<file path="config.mk">
export PLATFORM = sky130hd
export DESIGN_NAME = uart_cmd_decoder
export DESIGN_NICKNAME = d
export VERILOG_FILES = /design/src/rtl/uart_cmd_decoder.sv
export SDC_FILE = /design/constraint.sdc
export NUM_CORES = 1
export LEC_CHECK = 0
export CAP_MARGIN = 10
export CORE_MARGIN = 10
export CORE_UTILIZATION = 30
export CTS_CLUSTER_DIAMETER = 60
export DETAILED_ROUTE_END_ITERATION = 7
export PLACE_DENSITY = 0.43
export SYNTH_ARGS = -nofsm -noshare
export SYNTH_HDL_FRONTEND = slang
export SYNTH_SLANG_ARGS = --single-unit
</file>
<file path="constraint.sdc">
create_clock -name sys_clk -period 2.65 [get_ports sys_clk]
set_input_delay 0.53 -clock sys_clk [delete_from_list [all_inputs] [get_ports sys_clk]]
set_output_delay 0.53 -clock sys_clk [all_outputs]
set_load 0.05 [all_outputs]
</file>
<file path="src/rtl/uart_cmd_decoder.sv">
// uart_cmd_decoder
// Parses the UART receive byte stream into framed memory-write commands and
// issues single-byte writes on a request/acknowledge memory port.
//
// Packet: opcode, addr_lo, addr_hi, len, payload, csum
//   'W' (0x57): len data bytes, each written as it arrives
//   'F' (0x46): one value byte, written len times after the checksum passes
//   len = 0 means 256; csum is the 8-bit sum of opcode..last payload byte.
//
// Ports:
//   sys_clk   - system clock
//   reset     - asynchronous active-high reset
//   rx_done   - byte-complete level from the UART receiver (high many cycles)
//   rx_data   - received byte, valid while rx_done is high
//   mem_addr  - write address
//   mem_wdata - write data
//   mem_we    - write request, held until mem_ack
//   mem_ack   - write accepted this cycle
//   busy      - parser not idle
//   pkt_ok    - one-cycle pulse on successful packet completion
//   pkt_err   - one-cycle pulse on packet abort/failure
//   err_code  - 0 overrun, 1 bad opcode, 2 checksum, 3 timeout (held)
module uart_cmd_decoder #(
  parameter int ADDR_WIDTH     = 16,
  parameter int TIMEOUT_CYCLES = 1000000
) (
  input  logic                  sys_clk,
  input  logic                  reset,
  input  logic                  rx_done,
  input  logic [7:0]            rx_data,
  output logic [ADDR_WIDTH-1:0] mem_addr,
  output logic [7:0]            mem_wdata,
  output logic                  mem_we,
  input  logic                  mem_ack,
  output logic                  busy,
  output logic                  pkt_ok,
  output logic                  pkt_err,
  output logic [1:0]            err_code
);

  localparam int unsigned    TCW     = (TIMEOUT_CYCLES > 1) ? $clog2(TIMEOUT_CYCLES) : 1;
  localparam logic [TCW-1:0] TC_LAST = TCW'(TIMEOUT_CYCLES - 1);

  localparam logic [7:0] OP_WRITE = 8'h57;
  localparam logic [7:0] OP_FILL  = 8'h46;

  localparam logic [1:0] ERR_OVERRUN = 2'd0;
  localparam logic [1:0] ERR_OPCODE  = 2'd1;
  localparam logic [1:0] ERR_CSUM    = 2'd2;
  localparam logic [1:0] ERR_TIMEOUT = 2'd3;

  typedef enum logic [2:0] {
    IDLE, ADDR_LO, ADDR_HI, LEN, DATA, CSUM, FILL
  } state_t;

  state_t                  state, state_n;
  logic                    rx_done_d;
  logic                    is_fill, fill_n;
  logic [ADDR_WIDTH-1:0]   addr_n;
  logic [8:0]              rem, rem_n;
  logic [7:0]              csum, csum_n;
  logic [TCW-1:0]          tcnt, tcnt_n;
  logic                    we_n;
  logic [7:0]              wdata_n;
  logic                    ok_n, err_n;
  logic [1:0]              code_n;

  logic strobe, acked, overrun, timed;

  assign strobe  = rx_done & ~rx_done_d;
  assign acked   = mem_we & mem_ack;
  // A byte arriving while the previous write is still unacknowledged.
  assign overrun = strobe & mem_we & ~mem_ack;
  assign timed   = (state != IDLE) && (state != FILL);
  assign busy    = (state != IDLE);

  always_ff @(posedge sys_clk or posedge reset) begin
    if (reset) begin
      state     <= IDLE;
      rx_done_d <= 1'b1;
      is_fill   <= 1'b0;
      mem_addr  <= '0;
      rem       <= '0;
      csum      <= '0;
      tcnt      <= '0;
      mem_we    <= 1'b0;
      mem_wdata <= '0;
      pkt_ok    <= 1'b0;
      pkt_err   <= 1'b0;
      err_code  <= '0;
    end else begin
      state     <= state_n;
      rx_done_d <= rx_done;
      is_fill   <= fill_n;
      mem_addr  <= addr_n;
      rem       <= rem_n;
      csum      <= csum_n;
      tcnt      <= tcnt_n;
      mem_we    <= we_n;
      mem_wdata <= wdata_n;
      pkt_ok    <= ok_n;
      pkt_err   <= err_n;
      err_code  <= code_n;
    end
  end

  always_comb begin
    state_n = state;
    fill_n  = is_fill;
    addr_n  = mem_addr;
    rem_n   = rem;
    csum_n  = csum;
    tcnt_n  = '0;
    we_n    = mem_we;
    wdata_n = mem_wdata;
    ok_n    = 1'b0;
    err_n   = 1'b0;
    code_n  = err_code;

    // W ack retires the current byte and steps the address; a data strobe in
    // the same cycle then issues the next byte at the advanced address.
    if (acked && !is_fill) begin
      we_n   = 1'b0;
      addr_n = mem_addr + ADDR_WIDTH'(1);
    end

    unique case (state)
      IDLE: begin
        if (strobe) begin
          if (rx_data == OP_WRITE || rx_data == OP_FILL) begin
            state_n = ADDR_LO;
            fill_n  = (rx_data == OP_FILL);
            csum_n  = rx_data;
          end else begin
            err_n  = 1'b1;
            code_n = ERR_OPCODE;
          end
        end
      end
      ADDR_LO: begin
        if (strobe) begin
          addr_n[7:0] = rx_data;
          csum_n      = csum + rx_data;
          state_n     = ADDR_HI;
        end
      end
      ADDR_HI: begin
        if (strobe) begin
          addr_n[15:8] = rx_data;
          csum_n       = csum + rx_data;
          state_n      = LEN;
        end
      end
      LEN: begin
        if (strobe) begin
          rem_n   = (rx_data == 8'h00) ? 9'd256 : {1'b0, rx_data};
          csum_n  = csum + rx_data;
          state_n = DATA;
        end
      end
      DATA: begin
        if (overrun) begin
          err_n   = 1'b1;
          code_n  = ERR_OVERRUN;
          we_n    = 1'b0;
          state_n = IDLE;
        end else if (strobe) begin
          csum_n  = csum + rx_data;
          wdata_n = rx_data;
          if (is_fill) begin
            state_n = CSUM;
          end else begin
            we_n  = 1'b1;
            rem_n = rem - 9'd1;
            if (rem == 9'd1) state_n = CSUM;
          end
        end
      end
      CSUM: begin
        if (overrun) begin
          err_n   = 1'b1;
          code_n  = ERR_OVERRUN;
          we_n    = 1'b0;
          state_n = IDLE;
        end else if (strobe) begin
          if (rx_data != csum) begin
            err_n   = 1'b1;
            code_n  = ERR_CSUM;
            state_n = IDLE;
          end else if (is_fill) begin
            we_n    = 1'b1;
            state_n = FILL;
          end else begin
            ok_n    = 1'b1;
            state_n = IDLE;
          end
        end
      end
      FILL: begin
        if (acked) begin
          if (rem == 9'd1) begin
            we_n    = 1'b0;
            ok_n    = 1'b1;
            state_n = IDLE;
          end else begin
            rem_n  = rem - 9'd1;
            addr_n = mem_addr + ADDR_WIDTH'(1);
          end
        end
      end
      default: state_n = IDLE;
    endcase

    // Strobe cycles clear the counter (tcnt_n default), so a strobe always
    // wins over an expiring timeout.
    if (timed && !strobe) begin
      if (tcnt == TC_LAST) begin
        err_n   = 1'b1;
        code_n  = ERR_TIMEOUT;
        we_n    = 1'b0;
        state_n = IDLE;
      end else begin
        tcnt_n = tcnt + TCW'(1);
      end
    end
  end

endmodule

</file>
==> results of run 1 <==
-- logic make-up (layout without fill, tap and decap cells) --
| logic type | count (synthesis) | in the layout | share of synthesized area (%) |
|---|---|---|---|
| muxes | 11 | 11 | 2.54 |
| adders and majority gates | 12 | 12 | 3.40 |
| AOI/OAI and AO/OA | 138 | 138 | 19.9 |
| DFF | 71 | 71 | 38.3 |
| buffers and inverters | 49 | 123 | 4.45 |
| xor gates and xnor gates | 42 | 42 | 7.93 |
| and+or+nand+nor | 225 | 225 | 23.5 |
-- Yosys cell counts, types with 18 or more instances --
master / number
inv_1: 18
nor3_1: 20
xor2_1: 21
a21oi_1: 34
clkbuf_1: 21
o21ai_0: 30
nor2_1: 76
nand2_1: 42
xnor2_1: 21
nand3_1: 27
dfrtp_1: 70
-- critical path, cell delays in order (launching register included) --
cell      delay (ns)
dfrtp_1         0.43
inv_1           0.10
ha_1            0.14
or4b_4          0.51
o2111a_1        0.28
buf_4           0.19
a21oi_4         0.40
nor3_1          0.11
a211oi_2        0.22
-- final timing paths --
| check | start | to | slack, ns | depth (start not counted) |
|---|---|---|---|---|
| max in group asynchronous | reset | mem_addr[7]$_DFF_PP0_ | 1.55 | 3 |
| worst max-delay path | rem[1]$_DFFE_PP0P_ | rem[0]$_DFFE_PP0P_ | 0.19 | 8 |
| worst min register to register | tcnt[0]$_DFF_PP0_ | tcnt[0]$_DFF_PP0_ | 0.50 | 1 |
| worst min-delay path | reset | tcnt[2]$_DFF_PP0_ | 0.41 | 2 |
| min in group sys_clk | tcnt[0]$_DFF_PP0_ | tcnt[0]$_DFF_PP0_ | 0.50 | 1 |
| worst max register to register | rem[1]$_DFFE_PP0P_ | rem[0]$_DFFE_PP0P_ | 0.19 | 8 |
-- power by group through the flow --
stage / clock network [mW] / logic, mW / registers, mW
2_1_floorplan: 0 / 1.36 / 2.04
3_5_place_dp: 0 / 2.50 / 1.75
6_report: 1.35 / 2.50 / 1.74
5_1_grt: 1.43 / 2.74 / 1.80
3_3_place_gp: 0 / 2.50 / 1.75
4_1_cts: 1.39 / 2.51 / 1.74
-- layout make-up --
cell class	instances	area share [%]
Multi-Input combinational cell	428	45.3
Timing Repair Buffer	88	13.6
Clock inverter	5	1.39
Clock buffer	11	4.14
Sequential cell	71	30.3
Inverter	19	1.22
Tap cell	188	4.01
-- sequential cells by signal (all words and copies together) (netlist names), 2 cells and up --
| name | cells |
|---|---|
| tcnt | 20 |
| mem_addr | 16 |
| state | 3 |
| err_code | 2 |
| rem | 9 |
| mem_wdata | 8 |
| csum | 8 |
-- through the flow --
stage                     area [µm²]  worst slack (ns)  util (%)  total power, mW
after floorplan                 4640             0.325         -             3.40
after global placement          5540           -0.0114      36.4             4.24
after detailed placement        5540           -0.0764      36.4             4.25
after CTS                       5860             0.193      38.6             5.64
after global routing            5860            0.0324      38.6             5.97
final                           5860             0.187      38.6             5.58
-- cells in the final DEF (no fill, tap or decap), types with 21 or more instances in the layout --
cell type,n
nor2_1,76
xor2_1,21
buf_4,45
nand3_1,27
o21ai_0,30
clkdlybuf4s50_1,40
a21oi_1,34
xnor2_1,21
dfrtp_1,70
nand2_1,42
-- layer usage --
| metal | GRT usage [%] | vias to the layer above |
|---|---|---|
| li1 | - | 2121 |
| met3 | 3.28 | 28 |
| met2 | 22.2 | 109 |
| met5 | 0 | - |
| met1 | 18.7 | 2074 |
| met4 | 6.17 | 0 |
==> flow_summary_export.csv, run 1 <==
group,metric,value,unit
grt,grt-ovfl-total,0,
timing,whs,0.411,ns
cts,cts_buffers,9,
timing,rsz0062_at_grt,"false",
logic_synthesis,yosysUniqueCellTypes,67,
pwr,p_per_area,953,nW/µm²
cts,h-tree-depth,3,
timing,finClkSkew,0.00745,ns
worst_setup_path,startpoint_type,"register",
routing,wl_met1,6.76,mm
cells_and_area,seqCellArea,1780,µm²
hold_path,hold_path.class,"in -> async",
pwr,internal-power,3.24,mW
job,drv_cap,0,
logic_synthesis,ys_ff_latch,71,
timing,fin_crit_sh,93.0,%
logic_synthesis,yosysWarnings,0,
timing,max_slew_margin,49.2,%
pwr,irDropWorstVdd,0.000346,V
routing,vias,4332,
logic_synthesis,synth_top_cell_area_share,37.8,%
timing,fin_crit,2.46,ns
worst_setup_path,end_kind,"register",
routing,dr.first_iter.drc_count,367,
pwr,p_clk_share,24.2,%
pwr,power_switching,2.35,mW
logic_synthesis,synth_area_leaders,"dfrtp_1 (38%), nor2_1 (6.2%), xnor2_1 (4.0%)",
worst_setup_path,crit_arrival,2.72,ns
outcome,outcome,"completed",
routing,drc,0,
logic_synthesis,synth_cells,548,
logic_synthesis,synth_edf_count,0,
logic_synthesis,synth_nets,572,
timing,hold_viol_final,0,
cts,cts_max_path_buffers,2,
worst_setup_path,path_max_fanout,19,
timing,setup_tns,0,ns
logic_synthesis,postSynthAreaPerCell,8.46,µm²
worst_setup_path,crit_required,2.91,ns
cells_and_area,multi_input_area,2650,µm²
cells_and_area,drive_gt1_share,12.7,%
cells_and_area,layout.cells.non_filler,810,
pwr,p_leak,2.42,nW
timing,finalSetupViolCount,0,
pwr,p_sw_share,42.0,%
routing,highest_layer,"met4",
cts,cts_tree,"done",
grt,grt_pass1_wl,23.4,mm
pwr,seqPwrFrac,31.1,%
cells_and_area,num_antenna_cells,0,
pwr,pwr-share-comb,44.7,%
cts,cts.clk_slew.worst_paths,0.06,ns
grt,grt_max_degree,33,
cts,clock-sinks,71,
routing,wl_met3,703,µm
logic_synthesis,yosysSeqAreaShare,38.3,%
timing,tightest_slew,0.760,ns
logic_synthesis,async_flop_share,100,%
routing,wire_per_inst,17.8,µm
die,dieArea,20800,µm²
die,die_width,144,µm
die,pin_count,42,
grt,grt_antenna_before_repair,0,
place,io_buffers,41,
worst_setup_path,crit_type,"reg -> reg",
place,dp.cells,794,
routing,wirelength,14.4,mm
grt,grt_pass1_vias,4300,
routing,via_per_inst,5.35,
routing,drt.antenna.violating_nets,0,
cts,cts_hold_buf,0,
cells_and_area,nNetsFinal,641,
cts,cts_resized,0,
logic_synthesis,ys.flop_type,"dfrtp_1",
timing,max_freq,406,MHz
place,place_congestion,0.819,
timing,final-max-slew-violation-count,0,
die,die_h,144,µm
place,dp_hpwl,10.6,mm
logic_synthesis,synth_area,4640,µm²
die,row_count,45,
cells_and_area,fill_cells,1566,
die,core,15200,µm²
cts,post_cts_buffers,0,
cells_and_area,area_growth,26.4,%
die,initial_utilization,30.5,%
grt,grt.total_usage,14.3,%
logic_synthesis,synth_top_cell_by_area,"dfrtp_1",
routing,first_pass_iters,5,
cts,clock-root-buffer,"clkbuf_16",
routing,route.met2.wl,6.63,mm
cts,clk_latency,0.34,ns
No activity file was read; power rests on OpenSTA's default activity.
==> run 2, diff against run 1 <==
- RECOVER_POWER: not set -> 50
==> flow_summary_export.csv, run 2 (synthesized netlist as in run 1, its figures left out) <==
group,metric,value,unit
worst_setup_path,end_kind,"register",
cells_and_area,nNetsFinal,641,
cells_and_area,layout.cells.non_filler,810,
die,initial_utilization,30.5,%
job,drv_cap,0,
cells_and_area,largest_reg_flops,20,
cells_and_area,area_growth,25.8,%
cells_and_area,multi_input_area,2650,µm²
cells_and_area,final_cell_mix,"nor2_1 (76), dfrtp_1 (70), nand2_1 (42), buf_4 (41), clkdlybuf4s50_1 (36)",
grt,grt_pass1_wl,23.4,mm
worst_setup_path,crit_type,"reg -> reg",
routing,highest_layer,"met4",
worst_setup_path,r2r-end,"rem[0]$_DFFE_PP0P_",
routing,wl_met1,6.76,mm
timing,tightest_slew,0.849,ns
place,place_congestion,0.819,
routing,wire_per_inst,17.8,µm
grt,grt_antenna_before_repair,0,
timing,finalSetupViolCount,0,
die,die_width,144,µm
grt,grt-ovfl-total,0,
grt,grt_pass1_vias,4300,
routing,drc,0,
routing,drt.antenna.violating_nets,0,
outcome,outcome,"completed",
hold_path,hold_path.class,"reg -> reg",
timing,fin_crit_sh,93.3,%
worst_setup_path,r2r_start,"rem[1]$_DFFE_PP0P_",
timing,fin_crit,2.47,ns
timing,max_slew_margin,43.4,%
hold_path,min-delay-start,"tcnt[0]$_DFF_PP0_",
timing,max_freq,404,MHz
routing,via_per_inst,5.34,
cts,cts_hold_buf,0,
cts,cts_resized,0,
timing,final-max-slew-violation-count,0,
worst_setup_path,r2r_slack,0.18,ns
worst_setup_path,startpoint_type,"register",
worst_setup_path,crit_arrival,2.73,ns
cells_and_area,fill_cells,1572,
die,pin_count,42,
routing,wirelength,14.4,mm
worst_setup_path,rr_worst_depth,8,
worst_setup_path,path_max_fanout,19,
cts,cts_max_path_buffers,2,
cells_and_area,reg.largest.list,"tcnt (20), mem_addr (16), rem (9)",
place,dp_hpwl,10.6,mm
grt,grt_max_degree,33,
hold_path,hold_depth,1,
cells_and_area,num_antenna_cells,0,
pwr,design_power_total,5.57,mW
die,die_h,144,µm
cells_and_area,final_common_cell,"nor2_1",
cts,h-tree-depth,3,
routing,route.met2.wl,6.69,mm
pwr,irDropWorstVdd,0.000347,V
cts,post_cts_buffers,0,
routing,vias,4322,
routing,wl_met3,659,µm
die,core,15200,µm²
cts,clock-root-buffer,"clkbuf_16",
die,dieArea,20800,µm²
timing,finClkSkew,0.00764,ns
cts,clk_latency,0.35,ns
die,row_count,45,
cts,cts_buffers,9,
cells_and_area,seqCellArea,1780,µm²
pwr,p_per_area,956,nW/µm²
worst_setup_path,crit_required,2.91,ns
cts,clock-sinks,71,
hold_path,min_to,"tcnt[0]$_DFF_PP0_",
place,io_buffers,41,
routing,dr.first_iter.drc_count,367,
timing,hold_viol_final,0,
cts,cts.clk_slew.worst_paths,0.06,ns
pwr,p_leak,2.41,nW
timing,rsz0062_at_grt,"false",
cts,cts_tree,"done",
cells_and_area,top_register,"tcnt",
place,dp.cells,794,
routing,first_pass_iters,5,
timing,setup_tns,0,ns
cells_and_area,drive_gt1_share,12.2,%
grt,grt.total_usage,14.3,%
==> run 2: changes by cell type in the layout (fill, tap and decap cells not counted) <==
cell             delta
buf_4               -4
clkbuf_1            +2
clkbuf_2            +3
inv_2               -1
clkdlybuf4s50_1     -4
buf_12              -1
inv_1               +1
dlygate4sd3_1       +4
==> run 2: per-layer routing <==
layer	vias to the layer above	track usage, %
met5	-	0
met4	0	6.17
met3	29	3.28
met2	104	22.2
met1	2073	18.7
li1	2116	-
==> run 2: cell type report <==
| class | instances | share of cell area, % |
|---|---|---|
| Timing Repair Buffer | 88 | 13.2 |
| Tap cell | 188 | 4.03 |
| Multi-Input combinational cell | 428 | 45.5 |
| Clock buffer | 11 | 4.16 |
| Sequential cell | 71 | 30.5 |
| Clock inverter | 5 | 1.39 |
| Inverter | 19 | 1.22 |
==> run 2: report_power, final <==
part | internal (mW) | total (mW) | switching, mW
logic | 1.02 | 2.48 | 1.47
registers | 1.36 | 1.74 | 0.376
clock network | 0.851 | 1.35 | 0.501
==> run 2: worst max-delay path: stages (launching register included) <==
cell	delay, ns
dfrtp_1	0.43
inv_1	0.10
ha_1	0.14
or4b_4	0.51
o2111a_1	0.28
buf_4	0.19
a21oi_4	0.40
nor3_1	0.11
a211oi_2	0.22
==> run 2: worst max path at each step <==
stage	start	to	slack [ns]	cells past startpoint
floorplan	reset	csum[0]$_DFFE_PP0P_	0.33	1
global placement	rx_data[1]	csum[7]$_DFFE_PP0P_	-0.01	8
detailed placement	rx_data[5]	pkt_ok$_DFF_PP0_	-0.08	6
CTS	rem[1]$_DFFE_PP0P_	rem[0]$_DFFE_PP0P_	0.19	8
global route	rem[1]$_DFFE_PP0P_	rem[0]$_DFFE_PP0P_	0.03	8
finish	rem[1]$_DFFE_PP0P_	rem[0]$_DFFE_PP0P_	0.18	8
==> run 2: stage by stage <==
step	worst slack (ns)	utilization (%)	hold WS, ns	instance area, µm²
after floorplan	0.325	-	0.455	4640
after global placement	-0.0114	36.4	0.476	5540
after detailed placement	-0.0764	36.4	0.487	5540
after CTS	0.193	38.6	0.408	5860
after global routing	0.0324	38.4	0.532	5830
final	0.177	38.4	0.498	5830
==> run 3, diff against run 2 <==
- REMOVE_ABC_BUFFERS: not set -> 1
==> flow_summary_export.csv, run 3 (synthesized netlist as in run 1, its figures left out) <==
group,metric,value,unit
worst_setup_path,path_max_fanout,19,
routing,drc,0,
worst_setup_path,startpoint_type,"register",
place,place_area,5480,µm²
worst_setup_path,r2r_start,"rem[1]$_DFFE_PP0P_",
die,die_width,144,µm
cts,clock-sinks,71,
die,die_h,144,µm
cts,h-tree-depth,3,
cells_and_area,reg.largest.list,"tcnt (20), mem_addr (16), rem (9)",
cells_and_area,nNetsFinal,637,
cts,post_cts_buffers,0,
grt,grt_pass1_wl,23.5,mm
timing,tightest_slew,1.12,ns
cells_and_area,top_register,"tcnt",
timing,rsz0062_at_grt,"false",
hold_path,hold_path.class,"reg -> reg",
timing,final-max-slew-violation-count,0,
worst_setup_path,crit_type,"reg -> reg",
cts,cts_tree,"done",
pwr,irDropWorstVdd,0.000428,V
routing,dr.first_iter.drc_count,406,
timing,max_freq,403,MHz
worst_setup_path,r2r_slack,0.17,ns
cells_and_area,largest_reg_flops,20,
place,dp_hpwl,10.5,mm
grt,grt_max_degree,32,
timing,hold_viol_final,0,
routing,wire_per_inst,17.7,µm
cells_and_area,final_cell_mix,"nor2_1 (76), dfrtp_1 (70), nand2_1 (42), buf_4 (36)",
worst_setup_path,rr_worst_depth,8,
grt,grt_pass1_vias,4273,
cells_and_area,drive_gt1_share,11.2,%
die,core,15200,µm²
timing,finalSetupViolCount,0,
hold_path,min-delay-start,"tcnt[0]$_DFF_PP0_",
cells_and_area,area_growth,24.1,%
routing,wirelength,14.3,mm
place,place_congestion,0.833,
cts,cts.clk_slew.worst_paths,0.05,ns
cts,clk_latency,0.34,ns
routing,vias,4262,
routing,via_per_inst,5.29,
cts,cts_max_path_buffers,2,
cells_and_area,stdcell_area,5760,µm²
cells_and_area,final_common_cell,"nor2_1",
pwr,p_per_area,947,nW/µm²
hold_path,hold_depth,1,
timing,fin_crit_sh,93.6,%
die,row_count,45,
worst_setup_path,crit_arrival,2.70,ns
die,pin_count,42,
grt,grt-ovfl-total,0,
job,drv_cap,0,
cts,cts_resized,0,
die,initial_utilization,30.5,%
routing,drt.antenna.violating_nets,0,
timing,fin_crit,2.48,ns
place,io_buffers,41,
worst_setup_path,r2r-end,"rem[2]$_DFFE_PP0P_",
cells_and_area,num_antenna_cells,0,
grt,grt.total_usage,14.5,%
worst_setup_path,end_kind,"register",
cts,cts_hold_buf,0,
cts,clock-root-buffer,"clkbuf_16",
outcome,outcome,"completed",
pwr,p_leak,2.37,nW
timing,max_slew_margin,25.6,%
place,dp.cells,790,
routing,first_pass_iters,5,
die,dieArea,20800,µm²
cts,cts_buffers,9,
pwr,design_power_total,5.46,mW
cells_and_area,layout.cells.non_filler,805,
timing,finClkSkew,0.00791,ns
grt,grt_antenna_before_repair,0,
worst_setup_path,crit_required,2.87,ns
hold_path,min_to,"tcnt[0]$_DFF_PP0_",
## run 3: cell types whose count changed in the layout (fill, tap and decap cells not counted)
cell	before	now
buf_4	41	36
clkbuf_8	1	2
clkinv_4	1	0
dlygate4sd3_1	4	6
clkdlybuf4s50_1	36	34
bufinv_16	2	1
buf_12	2	1
clkbuf_1	3	5
## run 3: layer usage
metal / part of all wire, % / track usage, % / routed length (µm) / up-vias
met5: 0 / 0 / 0 / -
met4: 1.4 / 5.16 / 199 / 0
met3: 3.7 / 2.43 / 533 / 12
met2: 45 / 22.0 / 6430 / 83
met1: 50 / 20.1 / 7110 / 2055
li1: - / - / - / 2112
## run 3: through the flow
| stage | utilization, % | worst slack (ns) | hold WS (ns) | setup TNS (ns) |
|---|---|---|---|---|
| floorplan | - | 0.0474 | 0.455 | 0 |
| global route | 37.9 | 0.0384 | 0.527 | 0 |
| CTS | 38.0 | 0.173 | 0.392 | 0 |
| global placement | 36.1 | -0.0867 | 0.477 | -0.0867 |
| detailed placement | 36.1 | -0.0902 | 0.478 | -0.136 |
| finish | 37.9 | 0.170 | 0.488 | 0 |
## run 3: layout make-up
class	count	area [µm²]
Clock buffer	12	256
Clock inverter	3	42.5
Fill cell	1602	9440
Inverter	19	71.3
Multi-Input combinational cell	428	2650
Sequential cell	71	1780
Tap cell	188	235
Timing Repair Buffer	84	721
## run 3: worst max-delay path, stage by stage, from the launching register on
cell and delay [ns]:
dfrtp_1 0.43, inv_1 0.10, ha_1 0.14, or4b_4 0.50
o2111a_1 0.29, buf_4 0.20, a21oi_4 0.41, nor2_1 0.10
o22a_1 0.19
## run 3: worst max path at each step
stage                          endpoint               start
floorplan           csum[1]$_DFFE_PP0P_             rx_done
global placement    csum[7]$_DFFE_PP0P_          rx_data[3]
detailed placement  csum[7]$_DFFE_PP0P_          rx_data[3]
CTS                  rem[0]$_DFFE_PP0P_  rem[1]$_DFFE_PP0P_
global route         rem[0]$_DFFE_PP0P_  rem[1]$_DFFE_PP0P_
finish               rem[2]$_DFFE_PP0P_  rem[1]$_DFFE_PP0P_
## run 3: power breakdown
part	internal [mW]	switching [mW]	total [mW]
clock network	0.774	0.479	1.25
registers	1.36	0.364	1.73
logic	0.991	1.48	2.48
total	3.13	2.33	5.46
